## src/rtl/led_breathe_multi.sv

```systemverilog
// Multi-channel LED intensity engine: per-channel OFF / STATIC / BREATHE / BLINK modes
// driven from one shared ramp, with first-order accumulator PWM for the duty modes.
module led_breathe_multi #(
  parameter int CHANNELS = 4,
  parameter int IW       = 4,
  parameter int RAMP_W   = 24,
  parameter int CH_W     = (CHANNELS > 1) ? $clog2(CHANNELS) : 1
) (
  input  logic                clk,
  input  logic                rst,
  input  logic                cfg_we,
  input  logic [CH_W-1:0]     cfg_ch,
  input  logic [1:0]          cfg_mode,
  input  logic [IW-1:0]       cfg_level,
  input  logic [IW:0]         cfg_phase,
  output logic [CHANNELS-1:0] led,
  output logic                sync_pulse
);

  typedef enum logic [1:0] {
    MODE_OFF     = 2'b00,
    MODE_STATIC  = 2'b01,
    MODE_BREATHE = 2'b10,
    MODE_BLINK   = 2'b11
  } mode_e;

  mode_e               mode_q  [CHANNELS];
  mode_e               mode_d  [CHANNELS];
  logic [IW-1:0]       level_q [CHANNELS];
  logic [IW-1:0]       level_d [CHANNELS];
  logic [IW:0]         phase_q [CHANNELS];
  logic [IW:0]         phase_d [CHANNELS];
  // Only the low IW accumulator bits are kept; the carry bit lives in led_q.
  logic [IW-1:0]       acc_q   [CHANNELS];
  logic [IW-1:0]       acc_d   [CHANNELS];
  logic [RAMP_W-1:0]   cnt_q;
  logic [RAMP_W-1:0]   cnt_d;
  logic [CHANNELS-1:0] led_q;
  logic [CHANNELS-1:0] led_d;
  logic                sync_q;
  logic                sync_d;

  logic [IW:0]         pos     [CHANNELS];
  logic [IW-1:0]       tri_lvl [CHANNELS];
  logic [IW-1:0]       intens  [CHANNELS];
  logic [IW:0]         sum     [CHANNELS];
  logic [31:0]         cfg_ch_ext;

  assign cfg_ch_ext = {{(32-CH_W){1'b0}}, cfg_ch};

  // Next-state: shared ramp, sync pulse, config load and per-channel PWM/blink.
  always_comb begin
    cnt_d  = cnt_q + {{(RAMP_W-1){1'b0}}, 1'b1};
    sync_d = &cnt_q;
    for (int n = 0; n < CHANNELS; n++) begin
      mode_d[n]  = mode_q[n];
      level_d[n] = level_q[n];
      phase_d[n] = phase_q[n];
      acc_d[n]   = acc_q[n];
      led_d[n]   = 1'b0;

      // Out-of-range cfg_ch matches no channel, so such writes are dropped.
      if (cfg_we && (cfg_ch_ext == 32'(n))) begin
        mode_d[n]  = mode_e'(cfg_mode);
        level_d[n] = cfg_level;
        phase_d[n] = cfg_phase;
      end else begin
        mode_d[n]  = mode_q[n];
        level_d[n] = level_q[n];
        phase_d[n] = phase_q[n];
      end

      pos[n]     = cnt_q[RAMP_W-1 -: IW+1] + phase_q[n];
      tri_lvl[n] = pos[n][IW] ? pos[n][IW-1:0] : ~pos[n][IW-1:0];
      if (mode_q[n] == MODE_BREATHE) begin
        intens[n] = tri_lvl[n];
      end else begin
        intens[n] = level_q[n];
      end
      sum[n] = {1'b0, acc_q[n]} + {1'b0, intens[n]};

      case (mode_q[n])
        MODE_STATIC, MODE_BREATHE: begin
          acc_d[n] = sum[n][IW-1:0];
          led_d[n] = sum[n][IW];
        end
        MODE_BLINK: begin
          acc_d[n] = acc_q[n];
          led_d[n] = pos[n][IW];
        end
        default: begin
          acc_d[n] = {IW{1'b0}};
          led_d[n] = 1'b0;
        end
      endcase
    end
  end

  // State registers with synchronous reset.
  always_ff @(posedge clk) begin
    if (rst) begin
      cnt_q  <= {RAMP_W{1'b0}};
      led_q  <= {CHANNELS{1'b0}};
      sync_q <= 1'b0;
      for (int n = 0; n < CHANNELS; n++) begin
        mode_q[n]  <= MODE_OFF;
        level_q[n] <= {IW{1'b0}};
        phase_q[n] <= {(IW+1){1'b0}};
        acc_q[n]   <= {IW{1'b0}};
      end
    end else begin
      cnt_q  <= cnt_d;
      led_q  <= led_d;
      sync_q <= sync_d;
      for (int n = 0; n < CHANNELS; n++) begin
        mode_q[n]  <= mode_d[n];
        level_q[n] <= level_d[n];
        phase_q[n] <= phase_d[n];
        acc_q[n]   <= acc_d[n];
      end
    end
  end

  assign led        = led_q;
  assign sync_pulse = sync_q;

endmodule

```

## config.mk

```make
export PLATFORM = sky130hd
export DESIGN_NAME = led_breathe_multi
export DESIGN_NICKNAME = d
export VERILOG_FILES = /design/src/rtl/led_breathe_multi.sv
export SDC_FILE = /design/constraint.sdc
export NUM_CORES = 1
export LEC_CHECK = 0
export BUFFER_PORTS_ARGS = -buffer_cell sky130_fd_sc_hd__buf_2
export CAP_MARGIN = 5
export CORE_UTILIZATION = 40
export CTS_CLUSTER_SIZE = 14
export DETAILED_ROUTE_END_ITERATION = 8
export PLACE_DENSITY_LB_ADDON = 0.25
export SLEW_MARGIN = 15
export SYNTH_ARGS = -nofsm -noshare
export SYNTH_HDL_FRONTEND = slang
export SYNTH_SLANG_ARGS = --single-unit
```

## constraint.sdc

```tcl
create_clock -name clk -period 7.5 [get_ports clk]
set_input_delay 0.375 -clock clk [delete_from_list [all_inputs] [get_ports clk]]
set_output_delay 0.375 -clock clk [all_outputs]
set_load 0.03 [all_outputs]
```

# --- Yosys cells after proc, flatten, opt, wreduce, memory -nomap -nowiden ---
# Memories as Yosys holds them, arrays and structs flattened.
# Cells that the tools add are included.
op_classes:
  addsub: 9
  eq_ne: 15
  mux: 47
  bitwise: 20
  reduce_logical: 10
ops:
  columns: ["cell", "n"]
  rows:
  - ["4-bit 2-to-1 mux", 20]
  - ["5-bit 2-to-1 mux", 8]
  - ["32-bit logical NOT", 1]
  - ["4-bit one-hot mux with 2 select lines", 4]
  - ["24-bit by 1-bit adder with 24-bit output, second input constant", 1]
  - ["24-bit AND reduction", 1]
  - ["4-bit by 4-bit adder with 5-bit output", 4]
  - ["5-bit adder", 4]
  - ["2-bit == test, second input constant", 10]
  - ["2-bit 2-to-1 mux", 8]
  - ["4-bit NOT", 4]
  - ["1-bit OR", 16]
  - ["2-bit by 1-bit == test with 1-bit output, second input constant", 5]
  - ["1-bit one-hot mux with 2 select lines", 4]
  - ["2-bit OR reduction", 4]
  - ["1-bit logical AND", 4]
  - ["1-bit 2-to-1 mux", 3]
totals:
  ff_bits: 29
  mem_bits_rw: 60
  input_bits: 16
  wordCells: 108
  memories: 4
memory_table:
  columns: ["memory", "words", "width", "rd", "rd_clocked_by_memory_dff", "write_ports", "line_no", "rtl"]
  rows:
  - ["phase_q", 4, 5, 4, 0, 4, "31", "logic [IW:0] phase_q [CHANNELS];"]
  - ["acc_q", 4, 4, 4, 0, 4, "34", "logic [IW-1:0] acc_q [CHANNELS];"]
  - ["level_q", 4, 4, 4, 0, 4, "29", "logic [IW-1:0] level_q [CHANNELS];"]
  - ["mode_q", 4, 2, 4, 0, 4, "27", "mode_e mode_q [CHANNELS];"]

# --- Logic depth before layout (Yosys ltp) ---
# An unclocked memory read counts as a cell.
depth:
  word_depth: 8
  ltp_mapped: 15
  depth_no_buf: 15

# --- Worst setup path after synthesis ---
# No wires, ideal clock.
synth_path:
  path_type: "reg2reg"
  start: "register cnt_q[20]"
  end: "register led_q[2], in the netlist led[2]"
  arrival_time_ps: 3006
  required_ps: 7367
  slack_ps: 4360
  stages_incl_launch_ff: 14
  cell_sequence: "dfxtp_1 inv_1 fa_1 nand2b_1 a21oi_1 xnor2_1 xnor2_1 mux2_2 ha_1 fa_1 a21oi_1 nor2b_1 o21ai_0 a211oi_1"
synth_via:
  elab_chain_cells: 6
synth_lines:
  columns: ["item", "line_no", "rtl"]
  rows:
  - ["start, declared", "36", "logic [RAMP_W-1:0] cnt_q;"]
  - ["start signal, assigned", "102", "cnt_q <= {RAMP_W{1'b0}};"]
  - ["start signal, assigned", "112", "cnt_q <= cnt_d;"]
  - ["5-bit adder *", "73", "pos[n] = cnt_q[RAMP_W-1 -: IW+1] + phase_q[n];"]
  - ["4-bit NOT", "74", "tri_lvl[n] = pos[n][IW] ? pos[n][IW-1:0] : ~pos[n][IW-1:0];"]
  - ["4-bit 2-to-1 mux", "74", null]
  - ["4-bit 2-to-1 mux", "75", "if (mode_q[n] == MODE_BREATHE) begin"]
  - ["4-bit by 4-bit adder with 5-bit output", "80", "sum[n] = {1'b0, acc_q[n]} + {1'b0, intens[n]};"]
  - ["1-bit one-hot mux with 2 select lines *", "82", "case (mode_q[n])"]
  - ["end signal, assigned", "103", "led_q <= {CHANNELS{1'b0}};"]
  - ["end signal, assigned", "113", "led_q <= led_d;"]
  - ["end, declared", "38", "logic [CHANNELS-1:0] led_q;"]
# Mark *: on every way between the ends. The rest lies on a longest branch, timed or not.
# A chain may end at the register's enable or synchronous reset.

# --- Worst setup path after layout ---
layout_path:
  start: "register cnt_q[20]"
  end: "register led_q[3], in the netlist led[3]"
# The elaborated chain is that of the path after synthesis.

==> reports/results.ini <==
[synthesis]
synth_cells=552
synth_common_cells=dfxtp_1, nor2_1, a21oi_1, nand2_1, ha_1
synthTopCellsByArea=dfxtp_1, ha_1, xnor2_1
yosysSeqAreaShare=0.3666
synthArstFlopShare=0
synth_nets=621
yosys_most_used_dff=dfxtp_1
synth_edf_count=0
yosysWarnings=0
yosysMostFrequentCell=dfxtp_1
synth_top_area_frac=0.3666
synth_area_um2=4860
ys_seq_elements=89
yosys.cell_types.count=40
avgSynthCellArea_um2=8.804
synth_area_leader_cell=dfxtp_1

[floorplan]
start_util=0.4184
num_io_pins=21
core-area_um2=11610
fp.dieH_um=112.2
dieArea_um2=12590
rows=39
die_w_um=112.2

[clock_network]
clkTransAtPathRegs_ns=0.06
insertion_delay_ns=0.34
cts-root-buf=clkbuf_16
post_cts_resized=0
cts.hold.buffers_added=0
postCtsSetupBuffers=0
cts_sinks=89
clockBufferDepth=2
htreeDepth=3
tritoncts=yes
cts_buffers=9

[finish]
fillers=1140
drive_gt1_frac=0.08319
area_growth_pct=9.629
final_nets=631
antenna_cells=0
final_cell_area_um2=5328

[placed_design]
post-dp-hpwl_mm=6.972
portBuffers=20
globalplace.congestion=0.8207
post_dp_cell_area_um2=5057

[pwr]
power_density_nw_per_um2=184.5
p_total_w=0.0009831
peakVddDrop_v=0.00009775
power_leakage_nw=2.279

[hold_path]
hp-class=in -> reg
hp-start=cfg_phase[1]
hold_end=phase_q[3][1]$_SDFFE_PP0P_
holdPathStages=3

[timing]
setup_tns_ns=0
fin_crit_ns=3.500
period_share=0.4666
hold_violations=0
rsz0062_at_grt=false
slew_viol_final=0
setup_viol=0
slew_headroom=0.3819
fmax_ghz=0.2857
tightest_slew_ns=0.9272
finClkSkew_ns=0.006508

[setup_path]
slowest_stage=dfxtp_1
reg2reg_from=cnt_q[20]$_SDFF_PP0_
end_kind=register
r2r-end=led[3]$_SDFF_PP0_
max_stage_delay_ns=0.56
crit_path_start_kind=register
criticalPathCategory=reg -> reg
cp_max_fo=9
r2r_slack_ns=4.00
critPathTopFamily=adder cells
cp_cell_sequence=inv_1 > fa_1 > nand2b_1 > a21oi_1 > xnor2_1 > xnor2_1 > mux2_2 > ha_1 > fa_1 > a21oi_1 > nor2b_1 > o21ai_0 > a211oi_1
arrival_ns=3.68
path_buf_inv=1
worstPathRequired_ns=7.68
r2r_cells=13

[outcome]
violations=design-rule violations
outcome=complete, but fails checks

[global_route]
grt_use_total=0.1702
grt_pass1_vias=3421
grt_pass1_wl_mm=16.61
grt_max_degree=90
antenna_found_initial=0
grt.overflow.total=0

[detailed_routing]
wl_per_cell_um=13.79
drc=2
ant_nets=0
drt_pass1_iterations=6
dr_total_vias=3548
wl_mm=9.760
via_per_inst=5.011
drtIter0Drc=241

[flow_run]
maxCapViolations=0

## cell type report
type	count	area, µm²	area share
Clock inverter	3	17.52	0.003288
Inverter	22	82.58	0.01550
Sequential cell	89	1782	0.3344
Timing Repair Buffer	22	115.1	0.02161
Clock buffer	11	252.7	0.04744
Multi-Input combinational cell	418	2899	0.5442
Tap cell	143	178.9	0.03358
## worst max path at each step
stage                               from                 to  slack, ns  depth (start not counted)
finish              cnt_q[20]$_SDFF_PP0_  led[3]$_SDFF_PP0_       4.00                         13
global route        cnt_q[20]$_SDFF_PP0_  led[3]$_SDFF_PP0_       3.66                         13
global placement    cnt_q[20]$_SDFF_PP0_  led[2]$_SDFF_PP0_       4.12                         13
detailed placement  cnt_q[20]$_SDFF_PP0_  led[3]$_SDFF_PP0_       3.97                         13
floorplan           cnt_q[20]$_SDFF_PP0_  led[2]$_SDFF_PP0_       4.36                         13
CTS                 cnt_q[20]$_SDFF_PP0_  led[3]$_SDFF_PP0_       3.95                         13
## registers in the layout (all words and copies together), names as in the netlist
signal,cells
led,4
mode_q,8
acc_q,16
level_q,16
cnt_q,24
sync_pulse,1
phase_q,20
## cell families (layout without fill, tap and decap cells)
logic type,Yosys count,in the layout,synth area share
and+or+nand+nor,189,189,0.1774
muxes,26,26,0.05458
AOI/OAI and AO/OA,90,90,0.1066
buffers and inverters,45,58,0.03785
xor gates and xnor gates,60,60,0.1081
adders and majority gates,53,53,0.1488
DFF,89,89,0.3666
## per-stage QoR
stage / hold WS (ns) / utilization / setup WS [ns] / std cells
final: 0.2992 / 0.4587 / 4.000 / 708
after global routing: 0.3119 / 0.4587 / 3.665 / 708
after CTS: 0.2876 / 0.4587 / 3.953 / 708
after detailed placement: 0.4506 / 0.4355 / 3.972 / 694
after global placement: 0.4450 / 0.4355 / 4.124 / 694
after floorplan: 0.4338 / - / 4.360 / 552
## power breakdown
group           total, W  internal (W)  switching (W)
sequential      0.000490      0.000483     0.00000701
clock           0.000418      0.000238       0.000180
combinational  0.0000759     0.0000311      0.0000448
## cells in the final DEF, fill, tap and decap left out, types with 2 or more instances in the layout
master     Yosys  layout
xor2_1        21      21
a211oi_1       2       2
nor2b_1        9       9
ha_1          45      45
mux2_2         4       4
buf_4          1       2
xnor2_1       39      39
o21a_1         4       4
fa_1           8       8
nand3_1       14      14
and4_1         2       2
mux2i_1       22      22
a22oi_1        8       8
nand4_1        5       5
and3_1         7       7
a21o_1        12      12
nor2_1        78      78
nand2b_1       2       2
clkinv_2       0       2
inv_1         22      22
clkbuf_16      0       9
a21oi_1       58      58
dfxtp_1       89      89
nand2_1       56      56
and2_1         3       3
nor3_1         2       2
o21ai_0        5       5
buf_2          3      20
clkbuf_8       0       2
## metal layers
metal	part of all wire	wire length, µm	track usage
met1	0.49	4776	0.2236
met2	0.45	4381	0.2675
met3	0.043	424	0.03834
met4	0.018	177	0.07733
met5	0	0	0
## worst reg2reg max path: stages, from the launching register on
cell      delay [ns]
dfxtp_1         0.56
inv_1           0.20
fa_1            0.48
nand2b_1        0.16
a21oi_1         0.15
xnor2_1         0.31
xnor2_1         0.13
mux2_2          0.28
ha_1            0.21
fa_1            0.41
a21oi_1         0.15
nor2b_1         0.06
o21ai_0         0.14
a211oi_1        0.08
Power figures use the tool's default switching activity.
